## src/rtl/serial_rx_16_if.sv

```systemverilog
// Bundle of the serial-receiver signals.
//   Bit side : sin, sin_valid, sof, invert   (driven by the line sender)
//   Word side: out, out_valid, out_ready     (valid/ready handshake)
//   Status   : overrun (sticky drop flag), busy (partial word held)
// slave  = receiver view (the serial_rx_16 block)
// master = sender/consumer view (whatever surrounds the receiver)
interface serial_rx_16_if;
    logic        sin;
    logic        sin_valid;
    logic        sof;
    logic        invert;
    logic [15:0] out;
    logic        out_valid;
    logic        out_ready;
    logic        overrun;
    logic        busy;

    modport slave (
        input  sin, sin_valid, sof, invert, out_ready,
        output out, out_valid, overrun, busy
    );

    modport master (
        output sin, sin_valid, sof, invert, out_ready,
        input  out, out_valid, overrun, busy
    );
endinterface

```

## src/rtl/serial_rx_16.sv

```systemverilog
// serial_rx_16: deserialises a strobed bit stream into 16-bit words.
//   clk        : sole clock, rising edge
//   rst_n      : asynchronous active-low reset
//   bus.sin/sin_valid/sof/invert : bit input, one bit per sin_valid cycle;
//                sof marks bit position 0, invert complements line data
//   bus.out/out_valid/out_ready  : completed word with valid/ready handshake
//   bus.overrun: sticky, a completed word was dropped (cleared by reset only)
//   bus.busy   : a partial word (1..15 bits) is held
// LSB_FIRST=1 puts the first received bit in word bit 0, else in bit 15.
module serial_rx_16 #(
    parameter bit LSB_FIRST = 1'b1
) (
    input  logic           clk,
    input  logic           rst_n,
    serial_rx_16_if.slave  bus
);

    typedef enum logic {
        IDLE  = 1'b0,
        SHIFT = 1'b1
    } state_t;

    state_t      state_q, state_d;
    logic [3:0]  count_q, count_d;
    logic [15:0] shreg_q, shreg_d;
    logic [15:0] out_q, out_d;
    logic        out_valid_q, out_valid_d;
    logic        overrun_q, overrun_d;

    // Bit acceptance and word assembly
    logic        accept;
    logic        complete;
    logic        bit_val;
    logic [3:0]  slot;        // arrival index of the current bit
    logic [3:0]  bit_pos;     // word bit position that slot maps to
    logic [15:0] word_nxt;    // shift register contents including this bit
    logic        handshake;

    always_comb begin
        state_d     = state_q;
        count_d     = count_q;
        shreg_d     = shreg_q;
        out_d       = out_q;
        out_valid_d = out_valid_q;
        overrun_d   = overrun_q;

        // In IDLE only an sof bit may start a word; in SHIFT every strobed
        // bit is taken, and an sof there restarts the word from slot 0.
        accept   = bus.sin_valid && ((state_q == SHIFT) || bus.sof);
        bit_val  = bus.sin ^ bus.invert;
        slot     = bus.sof ? 4'd0 : count_q;
        bit_pos  = LSB_FIRST ? slot : (4'd15 - slot);
        word_nxt = bus.sof ? 16'h0000 : shreg_q;
        word_nxt[bit_pos] = bit_val;
        complete = accept && (slot == 4'd15);

        handshake = out_valid_q && bus.out_ready;

        if (accept) begin
            if (complete) begin
                // Word finished: shift side returns to IDLE on the same edge
                // so the next word can start immediately.
                state_d = IDLE;
                count_d = 4'd0;
                shreg_d = 16'h0000;
            end else begin
                state_d = SHIFT;
                count_d = slot + 4'd1;
                shreg_d = word_nxt;
            end
        end

        // Output side: a completing word may replace a word being consumed
        // in the same cycle; otherwise a pending word wins and the new one
        // is dropped.
        if (complete) begin
            if (!out_valid_q || bus.out_ready) begin
                out_d       = word_nxt;
                out_valid_d = 1'b1;
            end else begin
                overrun_d   = 1'b1;
            end
        end else if (handshake) begin
            out_valid_d = 1'b0;
        end
    end

    always_ff @(posedge clk or negedge rst_n) begin
        if (!rst_n) begin
            state_q     <= IDLE;
            count_q     <= 4'd0;
            shreg_q     <= 16'h0000;
            out_q       <= 16'h0000;
            out_valid_q <= 1'b0;
            overrun_q   <= 1'b0;
        end else begin
            state_q     <= state_d;
            count_q     <= count_d;
            shreg_q     <= shreg_d;
            out_q       <= out_d;
            out_valid_q <= out_valid_d;
            overrun_q   <= overrun_d;
        end
    end

    assign bus.out       = out_q;
    assign bus.out_valid = out_valid_q;
    assign bus.overrun   = overrun_q;
    assign bus.busy      = (state_q == SHIFT);

endmodule

```

## src/flat_wrapper.sv

```systemverilog
// flat-port wrapper written by rule: the top's interface ports become plain ports
module serial_rx_16_flat 
#(
    parameter bit LSB_FIRST = 1'b1
)
  (clk, rst_n, bus_sin, bus_sin_valid, bus_sof, bus_invert, bus_out_ready, bus_out, bus_out_valid, bus_overrun, bus_busy);
  serial_rx_16_if bus_i ();
  input  logic clk;
  input  logic rst_n;
  input wire logic [$bits(bus_i.sin)-1:0] bus_sin;
  input wire logic [$bits(bus_i.sin_valid)-1:0] bus_sin_valid;
  input wire logic [$bits(bus_i.sof)-1:0] bus_sof;
  input wire logic [$bits(bus_i.invert)-1:0] bus_invert;
  input wire logic [$bits(bus_i.out_ready)-1:0] bus_out_ready;
  output wire logic [$bits(bus_i.out)-1:0] bus_out;
  output wire logic [$bits(bus_i.out_valid)-1:0] bus_out_valid;
  output wire logic [$bits(bus_i.overrun)-1:0] bus_overrun;
  output wire logic [$bits(bus_i.busy)-1:0] bus_busy;
  assign bus_i.sin = bus_sin;
  assign bus_i.sin_valid = bus_sin_valid;
  assign bus_i.sof = bus_sof;
  assign bus_i.invert = bus_invert;
  assign bus_i.out_ready = bus_out_ready;
  assign bus_out = bus_i.out;
  assign bus_out_valid = bus_i.out_valid;
  assign bus_overrun = bus_i.overrun;
  assign bus_busy = bus_i.busy;
  serial_rx_16 #(.LSB_FIRST(LSB_FIRST)) u_core (.clk(clk), .rst_n(rst_n), .bus(bus_i));
endmodule
```

## config.mk

```make
export PLATFORM = sky130hd
export DESIGN_NAME = serial_rx_16_flat
export DESIGN_NICKNAME = d
export VERILOG_FILES = /design/src/rtl/serial_rx_16_if.sv /design/src/rtl/serial_rx_16.sv /design/src/flat_wrapper.sv
export SDC_FILE = /design/constraint.sdc
export NUM_CORES = 1
export LEC_CHECK = 0
export BUFFER_PORTS_ARGS = -buffer_cell sky130_fd_sc_hd__buf_2
export CAP_MARGIN = 10
export CORE_ASPECT_RATIO = 1.5
export CORE_MARGIN = 2
export CORE_UTILIZATION = 58
export CTS_CLUSTER_DIAMETER = 120
export DETAILED_ROUTE_END_ITERATION = 12
export HOLD_SLACK_MARGIN = 0.1
export PLACE_DENSITY = 0.79
export SETUP_SLACK_MARGIN = 0.02
export SYNTH_ARGS = -nofsm -noshare
export SYNTH_HDL_FRONTEND = slang
export SYNTH_SLANG_ARGS = --single-unit
```

## constraint.sdc

```tcl
create_clock -name clk -period 2.8 [get_ports clk]
set_clock_uncertainty 0.2 [all_clocks]
set_input_delay 0.56 -clock clk [delete_from_list [all_inputs] [get_ports clk]]
set_output_delay 0.56 -clock clk [all_outputs]
set_load 0.01 [all_outputs]
```

==> impl_metrics.toml <==
[setup_path]
startpoint_type = "flop"
reg2regPathDepth = 8
required_ns = 2.80
criticalPathCategory = "flop to flop"
endpoint_kind = "flop"
cp.arrival_ns = 2.27
crit_fanout = 11

[timing]
hold_ws_ns = 0.157
tns_ns = 0
worst_pin_slew_ns = 0.854
fin_crit_sh_pct = 81.1
final.min_clock_period_ns = 2.27
slew_headroom_pct = 43.1
rsz0062_at_grt = "no"
hold_viol = 0
slew_violations = 0
max_freq_mhz = 440
setup_viol = 0

[final_layout]
drive_gt1_share_pct = 31.6
multiInputGateArea_um2 = 1200
mostFrequentLayoutCells = "39 x dfrtp_1, 25 x buf_2, 16 x nand2b_1, 13 x nand2_1"
nets = 238
postLayoutCellArea_um2 = 2560
n_antenna_cell = 0
final_common_cell = "dfrtp_1"
n_fill_cell = 288
register_area_um2 = 976
syn_to_final_growth_pct = 12.2

[cts]
clock_sinks = 39
postCtsSetupBuffers = 0
tritoncts = "yes"
cts_htree_levels = 2
clk_path_buf_depth = 2
ctsHoldBuffers = 0
root_buffer = "clkbuf_8"
cts_buffers = 5
clk_pin_slew_ns = 0.08
clkLatencyLatePin_ns = 0.30
cts-resized-gates = 0

[global_routing]
grt_pass1_wl_mm = 8.48
grt_pass1_vias = 1830
track_usage_pct = 26.3
grt-ovfl-total = 0
grt_max_degree = 42
antenna_found_initial = 0

[placement]
dp.final_hpwl_mm = 3.36
place_area_um2 = 2460
place.gp.congestion = 0.852
port_buffers = 25

[power_and_ir_drop]
p_leak_nw = 1.21
peakVddDrop_mv = 0.383
powerDensity_nw_per_um2 = 459

[routing]
route.vias.total = 1751
drc = 0
via_per_inst = 6.46
drt-total-wl_mm = 5.16
drt_pass1_iterations = 4
wl_per_cell_um = 19.1
ant_nets = 0
initialDrtViolationCount = 51

[yosys]
synth_area_leader_cell = "dfrtp_1"
synth_area_leaders = "dfrtp_1 43%, mux2_4 6.6%, and4bb_2 4.4%"
synth_top_area_share_pct = 42.8
ys_seq_area_share_pct = 42.8
yosys_warnings = 0
synth.avg_cell_area_um2 = 11.2
netlist_area_um2 = 2280
yosysUniqueCellTypes = 38
ys_ff_latch = 39
synth_fp_nets = 214
synth_cells = 203

[die]
io_pins = 26
dieWidth_um = 55.2
core-area_um2 = 3720
die_h_um = 80.8
start_util_pct = 61.3
core.rowCount = 27
die-area_um2 = 4460

[job]
maxCapViolations = 0

[outcome]
status = "completed"

[hold_path]
min_path_type = "input port to asynchronous set/reset pin"
==> flip-flops by register name, summed over array words and instances (netlist names) <==
signal                count
u_core.bus.out_valid      1
u_core.bus.busy           1
u_core.shreg_q           16
u_core.count_q            4
u_core.bus.overrun        1
u_core.bus.out           16
==> where the power goes <==
group          switching (W)  total (W)  internal, W  leakage, nW
registers          0.0000120   0.000590     0.000578        0.534
clock network       0.000201   0.000426     0.000225       0.0515
logic               0.000103   0.000158    0.0000555        0.626
total               0.000316    0.00117     0.000858         1.21
==> area by class of cell <==
type	instances	share of cell area, %
Inverter	3	0.441
Clock buffer	8	3.92
Timing Repair Buffer	35	8.32
Tap cell	43	2.10
Multi-Input combinational cell	143	47.0
Sequential cell	39	38.2
==> worst max-delay path, cell delays in order (launching register included) <==
cell	delay, ns
dfrtp_1	0.41
nand2b_1	0.13
inv_1	0.09
ha_1	0.22
buf_4	0.18
and3_1	0.20
buf_4	0.18
o41ai_1	0.39
o2bb2ai_1	0.17
==> through the flow <==
step | total power, W | utilization (%) | instances | setup WS (ns)
6_report | 0.00117 | 68.8 | 271 | 0.530
5_1_grt | 0.00122 | 68.8 | 271 | 0.475
4_1_cts | 0.00118 | 68.8 | 271 | 0.550
3_5_place_dp | 0.000755 | 66.1 | 263 | 0.272
3_3_place_gp | 0.000747 | 66.1 | 263 | 0.347
2_1_floorplan | 0.000699 | - | 203 | 0.152
==> cells by family (layout without fill, tap and decap cells) <==
family / Yosys count / after routing / synth area share, %
DFF: 39 / 39 / 42.8
adders and majority gates: 4 / 4 / 2.20
xor gates and xnor gates: 3 / 3 / 1.15
AOI/OAI and AO/OA: 44 / 44 / 15.0
and+or+nand+nor: 64 / 64 / 19.5
buffers and inverters: 21 / 46 / 4.39
muxes: 28 / 28 / 14.9
==> final timing paths <==
check                                               start                             end  slack [ns]
setup reg to reg            u_core.count_q[0]$_DFFE_PN0P_  u_core.shreg_q[13]$_DFFE_PN0P_        0.53
setup / recovery            u_core.count_q[0]$_DFFE_PN0P_  u_core.shreg_q[13]$_DFFE_PN0P_        0.53
min in group clk           u_core.bus.overrun$_DFFE_PN0P_  u_core.bus.overrun$_DFFE_PN0P_        0.26
max in group asynchronous                           rst_n  u_core.bus.out[12]$_DFFE_PN0P_        1.69
hold / removal                                      rst_n   u_core.bus.out[3]$_DFFE_PN0P_        0.16
hold reg to reg            u_core.bus.overrun$_DFFE_PN0P_  u_core.bus.overrun$_DFFE_PN0P_        0.26
==> cell usage after synthesis <==
library cell,instances
dfrtp_1,39
nand2b_1,16
nand2_1,13
o2bb2ai_1,11
o41ai_1,11
mux2_4,10
mux2i_1,10
clkbuf_1,9
and4bb_2,8
mux2_2,8
a21oi_1,6
buf_2,6
o21ai_0,6
nand3_1,5
nor2_1,5
a32o_1,4
ha_1,4
and2_1,3
and4b_1,3
inv_1,3
nand4b_1,3
clkbuf_2,2
nor2b_1,2
xor2_1,2
a21o_1,1
a41o_1,1
and3_1,1
buf_8,1
nand3b_1,1
nand4b_2,1
nor3_4,1
nor3b_2,1
o211a_1,1
o21a_1,1
o22ai_1,1
o31ai_1,1
or2_2,1
xnor2_1,1
==> layer usage <==
layer | vias to the layer above | share of wire [%] | track usage [%]
li1 | 806 | - | -
met1 | 884 | 42 | 33.1
met4 | 0 | 2.6 | 13.4
met5 | - | 0 | 0
met3 | 14 | 3.5 | 3.13
met2 | 47 | 52 | 43.2
(Power assumes the default switching activity.)
